==> config.mk <==
export PLATFORM = sky130hd
export DESIGN_NAME = machine_control
export DESIGN_NICKNAME = d
export VERILOG_FILES = /design/src/rtl/machine_control.sv
export SDC_FILE = /design/constraint.sdc
export NUM_CORES = 1
export LEC_CHECK = 0
export BUFFER_PORTS_ARGS = -buffer_cell sky130_fd_sc_hd__buf_4
export CORE_MARGIN = 1.5
export CORE_UTILIZATION = 27
export DETAILED_ROUTE_END_ITERATION = 6
export GPL_ROUTABILITY_DRIVEN = 0
export PLACE_DENSITY = 0.75
export SYNTH_ARGS = -nofsm -noshare
export SYNTH_HDL_FRONTEND = slang
export SYNTH_SLANG_ARGS = --single-unit
==> constraint.sdc <==
create_clock -name clk_in -period 1.6 [get_ports clk_in]
set_input_delay 0.08 -clock clk_in [delete_from_list [all_inputs] [get_ports clk_in]]
set_output_delay 0.08 -clock clk_in [all_outputs]
set_load 0.01 [all_outputs]
==> src/rtl/machine_control.sv <==
// Machine-mode trap/return sequencer: decodes ECALL/EBREAK/MRET, arbitrates
// interrupts over exceptions, and steers csr_file updates plus fetch PC/flush.
module machine_control (
   input  logic       clk_in,
   input  logic       rst_in,
   input  logic       illegal_instr_in,
   input  logic       misaligned_instr_in,
   input  logic       misaligned_load_in,
   input  logic       misaligned_store_in,
   input  logic [4:0] opcode_6_to_2_in,
   input  logic [2:0] funct3_in,
   input  logic [6:0] funct7_in,
   input  logic [4:0] rs1_addr_in,
   input  logic [4:0] rs2_addr_in,
   input  logic [4:0] rd_addr_in,
   input  logic       mie_in,
   input  logic       meie_in,
   input  logic       mtie_in,
   input  logic       msie_in,
   input  logic       meip_in,
   input  logic       mtip_in,
   input  logic       msip_in,
   output logic       i_or_e_out,
   output logic [3:0] cause_out,
   output logic       set_cause_out,
   output logic       set_epc_out,
   output logic       mie_clear_out,
   output logic       mie_set_out,
   output logic       instret_inc_out,
   output logic       misaligned_exception_out,
   output logic [1:0] pc_src_out,
   output logic       flush_out
);
   typedef enum logic [1:0] {
      S_RESET       = 2'b00,
      S_OPERATING   = 2'b01,
      S_TRAP_TAKEN  = 2'b10,
      S_TRAP_RETURN = 2'b11
   } state_t;

   localparam logic [1:0] PC_BOOT = 2'b00;
   localparam logic [1:0] PC_EPC  = 2'b01;
   localparam logic [1:0] PC_TRAP = 2'b10;
   localparam logic [1:0] PC_NEXT = 2'b11;

   state_t r_state;

   logic       w_system, w_regs_zero, w_ecall, w_ebreak, w_mret;
   logic       w_ext, w_sw, w_tmr, w_irq, w_exc, w_trap;
   logic       w_intr;
   logic [3:0] w_cause;

   assign w_system    = (opcode_6_to_2_in == 5'b11100) && (funct3_in == 3'b000);
   assign w_regs_zero = (rs1_addr_in == 5'd0) && (rd_addr_in == 5'd0);
   assign w_ecall  = w_system && w_regs_zero && (funct7_in == 7'b0000000) && (rs2_addr_in == 5'b00000);
   assign w_ebreak = w_system && w_regs_zero && (funct7_in == 7'b0000000) && (rs2_addr_in == 5'b00001);
   assign w_mret   = w_system && w_regs_zero && (funct7_in == 7'b0011000) && (rs2_addr_in == 5'b00010);

   assign w_ext  = meie_in & meip_in;
   assign w_sw   = msie_in & msip_in;
   assign w_tmr  = mtie_in & mtip_in;
   assign w_irq  = mie_in & (w_ext | w_sw | w_tmr);
   assign w_exc  = misaligned_instr_in | illegal_instr_in | w_ecall | w_ebreak
                 | misaligned_load_in | misaligned_store_in;
   assign w_trap = w_irq | w_exc;

   // Interrupts pre-empt the faulting instruction; it re-executes from mepc.
   always_comb begin
      w_intr  = 1'b0;
      w_cause = 4'd0;
      if (w_irq) begin
         w_intr = 1'b1;
         if (w_ext)     w_cause = 4'd11;
         else if (w_sw) w_cause = 4'd3;
         else           w_cause = 4'd7;
      end else if (misaligned_instr_in) w_cause = 4'd0;
      else if (illegal_instr_in)        w_cause = 4'd2;
      else if (w_ebreak)                w_cause = 4'd3;
      else if (w_ecall)                 w_cause = 4'd11;
      else if (misaligned_load_in)      w_cause = 4'd4;
      else if (misaligned_store_in)     w_cause = 4'd6;
   end

   always_ff @(posedge clk_in or posedge rst_in) begin
      if (rst_in) begin
         r_state <= S_RESET;
      end else begin
         case (r_state)
            S_OPERATING: begin
               if (w_trap)      r_state <= S_TRAP_TAKEN;
               else if (w_mret) r_state <= S_TRAP_RETURN;
            end
            default: r_state <= S_OPERATING;
         endcase
      end
   end

   always_comb begin
      i_or_e_out               = 1'b0;
      cause_out                = 4'd0;
      set_cause_out            = 1'b0;
      set_epc_out              = 1'b0;
      mie_clear_out            = 1'b0;
      mie_set_out              = 1'b0;
      instret_inc_out          = 1'b0;
      misaligned_exception_out = 1'b0;
      pc_src_out               = PC_BOOT;
      flush_out                = 1'b1;
      case (r_state)
         S_OPERATING: begin
            pc_src_out = PC_NEXT;
            flush_out  = 1'b0;
            if (w_trap) begin
               i_or_e_out               = w_intr;
               cause_out                = w_cause;
               set_cause_out            = 1'b1;
               set_epc_out              = 1'b1;
               mie_clear_out            = 1'b1;
               misaligned_exception_out = !w_intr &&
                  (w_cause == 4'd0 || w_cause == 4'd4 || w_cause == 4'd6);
            end else begin
               instret_inc_out = 1'b1;
               mie_set_out     = w_mret;
            end
         end
         S_TRAP_TAKEN:  pc_src_out = PC_TRAP;
         S_TRAP_RETURN: pc_src_out = PC_EPC;
         default:       pc_src_out = PC_BOOT;
      endcase
   end
endmodule

======== After elaboration in Yosys (flattened, before gate mapping) ========
Cells that the tools add are included.
W data, S select, Z words.
word-level totals
  register bits after elaboration ......... 2
  latch bits .............................. 0
  memory bits (writable) .................. 0
  bits in read-only memories .............. 0
  input bits .............................. 43
  output and inout port bits .............. 14
  logic and storage cells ................. 68
  memories kept ........................... 0
operators by class
  $add $sub $neg .......................... 0
  multiply operators ...................... 0
  div/mod/pow operators ................... 0
  magnitude comparators ................... 0
  eq/ne operators ......................... 10
  shift-type cells ........................ 0
  multiplexer cells ....................... 27
  bitwise operators ....................... 12
  reductions and logical operators ........ 18
operators by type and width
  operator              number
  $mux W4               8
  $logic_not A5 Y1      3
  $mux W1               12
  $logic_and A1 B1 Y1   9
  $mux W3               3
  $eq A4 B3 Y1 const B  2
  $or A1 B1 Y1          8
  $eq A7 B5 Y1 const B  1
  $logic_not A7 Y1      1
  $mux W2               3
  $pmux W2 S3           1
  $eq A5 B1 Y1 const B  1
  $eq A5 B2 Y1 const B  1
  $eq A5 B5 Y1 const B  1
  $and A1 B1 Y1         4
  $eq A2 B2 Y1 const B  2
  $logic_not A4 Y1      1
  $logic_not A3 Y1      1
  $ne A3 B3 Y1 const B  1
  $eq A2 B1 Y1 const B  1
  $logic_or A1 B1 Y1    2
  $logic_not A1 Y1      1

======== Logic depth before layout (Yosys ltp) ========
Gate-level depths: netlist of run 1.
  depth after elaboration ................. 16
  gate-level depth with buffers ........... 6
  gate-level depth less buffers ........... 5

======== Worst setup path before layout of run 1 ========
Ideal clock, no wire load.
  kind .................................... in2out
  start ................................... in rd_addr_in[0]
  end ..................................... out cause_out[3]
  arrival time ............................ 1.775 ns
  required time ........................... 1.520 ns
  path slack .............................. -0.255 ns
  stages on the path ...................... 5
  path buffers ............................ 1
  cells stage by stage .................... or4_4 -> or4_1 -> buf_2 -> or4_1 -> a21oi_1
on the way
  word-level cells in the longest chain between the ends .. 12
  elaborated cells between the ends (all ways) .. 18
  classes of those cells .................. 7 x mux; 5 x bitwise; 6 x reduce/logical
ends and longest elaborated chain
  what                                     line    RTL
  start: declaration                       15      input logic [4:0] rd_addr_in,
  $logic_not A5 Y1 *                       54      assign w_regs_zero = (rs1_addr_in == 5'd0) && (rd_addr_in == 5'd0);
  $logic_and A1 B1 Y1 *                    54
  $logic_and A1 B1 Y1 * (2 in a row)       55, 56
  $logic_and A1 B1 Y1                      55      assign w_ecall = w_system && w_regs_zero && (funct7_in == 7'b0000000) && (rs2_addr_in == 5'b00000);
  $mux W4 or $or A1 B1 Y1 (tied branches)  79, 63
  $mux W4 or $or A1 B1 Y1 (tied branches)  78, 63
  $mux W4 or $or A1 B1 Y1 (tied branches)  77, 64
  $mux W4 or $or A1 B1 Y1 (tied branches)  76, 64
  $mux W4 or $or A1 B1 Y1 (tied branches)  71, 65
  $mux W4 *                                113     if (w_trap) begin
  $mux W4 *                                109     case (r_state)
  end: declaration                         24      output logic [3:0] cause_out,
Every way passes the cells marked *; elsewhere a longest branch is shown, timed or not.

======== Worst setup path after layout of run 1 ========
  start ................................... in rs1_addr_in[0]
  end ..................................... out cause_out[3]
on the way
  word-level cells in the longest chain between the ends .. 12
  elaborated cells between the ends (all ways) .. 18
  classes of those cells .................. 7 x mux; 5 x bitwise; 6 x reduce/logical
ends and longest elaborated chain
  what                                     line    RTL
  start: declaration                       13      input logic [4:0] rs1_addr_in,
  $logic_not A5 Y1 *                       54
  $logic_and A1 B1 Y1 *                    54
  $logic_and A1 B1 Y1 * (2 in a row)       55, 56
  $logic_and A1 B1 Y1                      55
  $mux W4 or $or A1 B1 Y1 (tied branches)  79, 63
  $mux W4 or $or A1 B1 Y1 (tied branches)  78, 63
  $mux W4 or $or A1 B1 Y1 (tied branches)  77, 64
  $mux W4 or $or A1 B1 Y1 (tied branches)  76, 64
  $mux W4 or $or A1 B1 Y1 (tied branches)  71, 65
  $mux W4 *                                113
  $mux W4 *                                109
Marks and branches as above.

==> run_results.csv, run 1 <==
group,metric,value,unit
cts,cts.clk_slew.worst_paths,30,ps
power_and_ir_drop,switching_share,28.7,%
sta,relSlewSlack,73.3,%
power_and_ir_drop,leakagePower,0.541,nW
detailed_routing,drt_wl_total,1890,µm
detailed_routing,ant_nets,0,
synth,yosys.area.top_type,"dfrtp_1",
global_route,globalRouteOverflowTotal,0,
worst_setup_path,slowest_delay,570,ps
detailed_routing,wire_per_inst,13.1,µm
global_route,antenna_found_initial,0,
worst_setup_path,crit_arrival,1870,ps
finish,area_growth,158,%
worst_setup_path,cp.required,1520,ps
detailed_routing,via_per_inst,5.06,
global_route,grt_start_max_net_pins,8,
detailed_routing,drc,0,
synth,yosys_warnings,0,
finish,drive_gt1_share,65.9,%
die,core.rowCount,13,
cts,clockBufferDepth,2,
finish,largest_register_ffs,2,
power_and_ir_drop,clkPwrFrac,34.0,%
finish,n_antenna_cell,0,
synth,avgSynthCellArea,6.94,µm²
die,core,1370,µm²
placed_design,dpl.hpwl,1410,µm
synth,ys_seq_area_share,12.0,%
finish,final_cell_area,1070,µm²
worst_setup_path,ff2ff_path_depth,3,
power_and_ir_drop,power.switching,102,µW
sta,layout_setup_ws,-346,ps
finish,fin_nets,177,
detailed_routing,drt_iter0_drc,16,
cts,cts_buffers,3,
worst_setup_path,reg2reg_slack,510,ps
finish,top_regs,"r_state x2",
cts,clk-insertion-delay-late,240,ps
run_status,status,"finished, violations left",
worst_setup_path,critical_path.endpoint_type,"output pin",
finish,layout.cells.most_common,"buf_4",
synth,synth_cell_types,29,
finish,multi_input_area,409,µm²
worst_setup_path,crit-reg2reg-capture,"r_state[1]",
sta,worst-slew-pin-transition,390,ps
die,initial_core_util,30.5,%
synth,synth-main-ff-cell,"dfrtp_1",
sta,rsz0062_at_grt,"true",
worst_hold_path,hold_class,"input pin to asynchronous set/reset pin",
sta,min_period,1950,ps
placed_design,place_ws,-417,ps
worst_setup_path,endpoint,"cause_out[3]",
sta,setup_viol,9,
sta,final-hold-violation-count,0,
worst_setup_path,path_cells,"buf_6, nor4_4, nand4_1, or4_4, or4_4, a21oi_4, buf_6",
power_and_ir_drop,p_per_area,331,nW/µm²
worst_setup_path,critPathSlowestCell,"or4_4",
finish,largest_register,"r_state",
finish,nFillCells,100,
sta,maxSlewViolCount,0,
synth,synth_area_leaders,"dfrtp_1 (12%), ha_1 (9.0%), nor2_1 (9.0%)",
synth,synth-seq-cells,2,
finish,final_cell_mix,"buf_4 (59), nor2_1 (9), buf_6 (9)",
global_route,grt_pass1_wl,2950,µm
run_status,violations,"setup timing",
synth,synth_edf_count,0,
worst_setup_path,critPathKind,"input pin to output pin",
placed_design,portBuffers,56,
detailed_routing,first_pass_iters,4,
finish,seqCellArea,50.0,µm²
synth,syn_inst,60,
sta,post-route-period-util,122,%
die,die_area,1790,µm²
power_and_ir_drop,ir_drop,141,µV
synth,syn_nets,106,
sta,fmax,514,MHz
finish,finalNonFillerCells,144,
placed_design,dp.cells,136,
global_route,grt_util_met1,20.7,%
worst_setup_path,cp_max_fo,2,
detailed_routing,vias,728,
job,cap_violations,0,
worst_setup_path,r2r-start,"r_state[0]",
die,die_h,42.3,µm
die,die-width,42.3,µm
global_route,use_met2,41.5,%
sta,finClkSkew,3.30,ps
global_route,busiest_layer,"met2",
cts,cts_root_buf,"clkbuf_4",
synth,synthesis.area,417,µm²
cts,h-tree-depth,1,
global_route,met3_usage,2.16,%
worst_setup_path,cp-startpoint,"rs1_addr_in[0]",
power_and_ir_drop,power.internal,253,µW
synth,async_reset_ff_share,100,%
power_and_ir_drop,combPwrFrac,51.5,%
die,io_pins,57,
global_route,grt_pass1_vias,754,
global_route,track_usage,21.0,%
worst_setup_path,cp-start-kind,"input pin",
cts,tritoncts,"done",
placed_design,placed_area,915,µm²
cts,cts_sinks,2,
power_and_ir_drop,seqPwrFrac,14.5,%
synth,synth.top_cell.area_share,12.0,%
==> Yosys cell counts, types with 2 or more instances <==
cell type and number:
o21ai_0 2, inv_1 5, nor4_1 4, buf_4 2, and4_1 2, a21oi_1 5, nor3_1 3, nand2_1 3
or4_1 2, nor2_1 10, ha_1 3, dfrtp_1 2
==> layout make-up <==
cell class                      instances  area share (%)
Tap cell                               15            1.75
Clock buffer                            3            2.10
Timing Repair Buffer                   69            51.6
Inverter                                5            1.75
Sequential cell                         2            4.66
Multi-Input combinational cell         50            38.1
==> worst min path at each step <==
stage / end / cells after the start / startpoint
after floorplan: r_state[0] / 1 / rst_in
after global placement: r_state[1] / 2 / rst_in
after detailed placement: r_state[0] / 2 / rst_in
after CTS: r_state[0] / 3 / rst_in
after global routing: r_state[0] / 3 / rst_in
final: r_state[0] / 3 / rst_in
==> critical path: cells and delay by family <==
| family | cells | cell delay [ps] |
|---|---|---|
| simple gates | 4 | 1440 |
| buf+inv | 2 | 210 |
| compound gates | 1 | 130 |
==> logic make-up after synthesis <==
family | count (synthesis) | synth area share [%]
flops | 2 | 12.0
compound gates | 12 | 18.0
simple gates | 35 | 51.7
fa+ha+maj | 3 | 9.01
buf+inv | 8 | 9.31
==> metal layers <==
metal,wire length [µm],part of all wire (%)
met5,0,0
met4,41,2.2
met3,103,5.5
met2,1050,56
met1,687,36
==> stage by stage <==
step	utilization (%)	total power, mW	TNS [ps]	hold slack (ps)
final	78.6	0.355	-1870	258
after global placement	66.9	0.212	-2020	-61.7
after global routing	78.6	0.368	-2520	292
after detailed placement	66.9	0.215	-2560	-56.5
after CTS	78.6	0.349	-1790	258
after floorplan	-	0.0991	-467	-179
==> power by group through the flow <==
stage               sequential, mW  combinational [mW]  clock (mW)
floorplan                   0.0519              0.0472           0
global placement            0.0519               0.160           0
detailed placement          0.0519               0.163           0
CTS                         0.0514               0.176       0.122
global route                0.0514               0.195       0.121
finish                      0.0514               0.183       0.121
==> timing repair <==
action	CTS	global route
buffers inserted	16	1
pin swaps	8	7
hold endpoints to repair	2	0
setup endpoints to repair	10	12
gates resized for setup	19	4
hold buffers	1	0
(Power assumes the default switching activity.)
==> run 2, diff against run 1 <==
Settings changed: CORE_MARGIN 1.5 to 5.
==> run 2 against run 1 <==
The run still ends with setup timing left; sequential power about the same; core utilization down 7.2 points; final cell count up 0.69%; first-iteration DRC count down 75%; critical path depth unchanged; global-route usage down 5.1 points; power down 3.1%; critical path type unchanged.
==> run_results.csv, run 2 (same netlist as run 1, synthesis figures left out) <==
group,metric,value,unit
job,cap_violations,0,
power_and_ir_drop,p_per_area,324,nW/µm²
sta,maxSlewViolCount,0,
placed_design,dpl.hpwl,1610,µm
worst_setup_path,critPathKind,"input pin to output pin",
worst_setup_path,slowest_delay,580,ps
finish,drive_gt1_share,65.1,%
detailed_routing,ant_nets,0,
global_route,track_usage,15.9,%
cts,cts_buffers,3,
global_route,globalRouteOverflowTotal,0,
sta,fmax,510,MHz
worst_setup_path,crit_arrival,1880,ps
finish,fin_nets,177,
global_route,grt_pass1_wl,3060,µm
worst_setup_path,cp-startpoint,"opcode_6_to_2_in[0]",
finish,n_antenna_cell,0,
finish,top_regs,"r_state x2",
cts,cts_root_buf,"clkbuf_4",
power_and_ir_drop,leakagePower,0.522,nW
detailed_routing,via_per_inst,4.85,
finish,largest_register,"r_state",
power_and_ir_drop,total_power,344,µW
detailed_routing,drt_iter0_drc,4,
finish,finalNonFillerCells,145,
placed_design,dp.cells,137,
global_route,grt_start_max_net_pins,8,
detailed_routing,drc,0,
sta,worst-slew-pin-transition,435,ps
placed_design,portBuffers,56,
worst_setup_path,critical_path.endpoint_type,"output pin",
power_and_ir_drop,ir_drop,226,µV
finish,largest_register_ffs,2,
cts,tritoncts,"done",
cts,clk-insertion-delay-late,220,ps
sta,rsz0062_at_grt,"true",
global_route,grt_pass1_vias,767,
detailed_routing,drt_wl_total,1890,µm
detailed_routing,wire_per_inst,13.0,µm
run_status,status,"finished, violations left",
sta,final-hold-violation-count,0,
worst_setup_path,endpoint,"cause_out[3]",
worst_setup_path,path_cells,"buf_6, nor4b_4, nand4_1, or4_4, or4_4, a21oi_4, buf_6",
worst_setup_path,r2r-start,"r_state[0]",
sta,relSlewSlack,70.3,%
finish,layout.cells.most_common,"buf_4",
die,core,1490,µm²
finish,area_growth,155,%
sta,min_period,1960,ps
worst_setup_path,cp.required,1520,ps
die,io_pins,57,
cts,h-tree-depth,1,
cts,clockBufferDepth,2,
global_route,antenna_found_initial,0,
detailed_routing,first_pass_iters,3,
worst_setup_path,cp_max_fo,3,
sta,finClkSkew,5.96,ps
die,initial_core_util,28.0,%
cts,cts.clk_slew.worst_paths,30,ps
worst_setup_path,ff2ff_path_depth,3,
run_status,violations,"setup timing",
die,die_area,2430,µm²
finish,final_cell_mix,"buf_4 (57), buf_6 (11), nor2_1 (9)",
sta,post-route-period-util,123,%
detailed_routing,vias,703,
worst_setup_path,cp-start-kind,"input pin",
sta,setup_viol,9,
worst_setup_path,reg2reg_slack,540,ps
die,die-width,49.3,µm
worst_hold_path,hold_class,"input pin to asynchronous set/reset pin",
die,die_h,49.3,µm
cts,cts_sinks,2,
worst_setup_path,critPathSlowestCell,"or4_4",
die,core.rowCount,14,
sta,layout_setup_ws,-361,ps
worst_setup_path,crit-reg2reg-capture,"r_state[1]",
## run 2: layout make-up
type,count,area (µm²)
clock buffers,3,22.5
fillers,131,427
inverters,5,18.8
multi-input cells,50,389
flip-flops and latches,2,50.0
well taps,16,20.0
repair buffers,69,562
## run 2: stage by stage
stage	worst slack (ps)	utilization, %	TNS, ps	instance area (µm²)	hold slack (ps)
floorplan	-213	-	-467	442	-179
global placement	-360	61.5	-1960	916	-60.3
detailed placement	-366	61.5	-2120	916	-54.6
CTS	-351	68.6	-1880	1020	267
global route	-439	71.3	-3140	1060	291
finish	-361	71.3	-2280	1060	269
## run 2: worst max-delay path, delay by kind of cell
kind                   cells  cell delay, ps
AO/OA/AOI/OAI              1             130
AND/OR/NAND/NOR            4            1450
buffers and inverters      2             210
## run 2: how the worst min path moves through the flow
| stage | endpoint | slack (ps) | depth (start not counted) | from |
|---|---|---|---|---|
| 2_1_floorplan | r_state[0] | -180 | 1 | rst_in |
| 3_3_place_gp | r_state[0] | -60 | 2 | rst_in |
| 3_5_place_dp | r_state[0] | -50 | 2 | rst_in |
| 4_1_cts | r_state[0] | 270 | 3 | rst_in |
| 5_1_grt | r_state[0] | 290 | 3 | rst_in |
| 6_report | r_state[0] | 270 | 3 | rst_in |
## run 2: what timing repair did
action | in CTS | in global routing
gates resized for setup | 14 | 5
pin swaps | 8 | 8
setup endpoints to repair | 9 | 11
hold buffers | 1 | 0
hold endpoints to repair | 2 | 0
setup buffers | 2 | 2
## run 2: metal layers
metal | GRT usage [%] | vias up | wire [µm]
met5 | 0 | - | 0
met4 | 5.38 | 0 | 18
met3 | 4.59 | 4 | 118
met2 | 32.0 | 22 | 1100
met1 | 14.4 | 316 | 658
li1 | - | 361 | -
## run 2: power by group
group / internal, mW / switching, mW / total (mW)
clock: 0.0826 / 0.0277 / 0.110
combinational: 0.119 / 0.0639 / 0.183
sequential: 0.0513 / 0.000131 / 0.0514
total: 0.253 / 0.0918 / 0.344
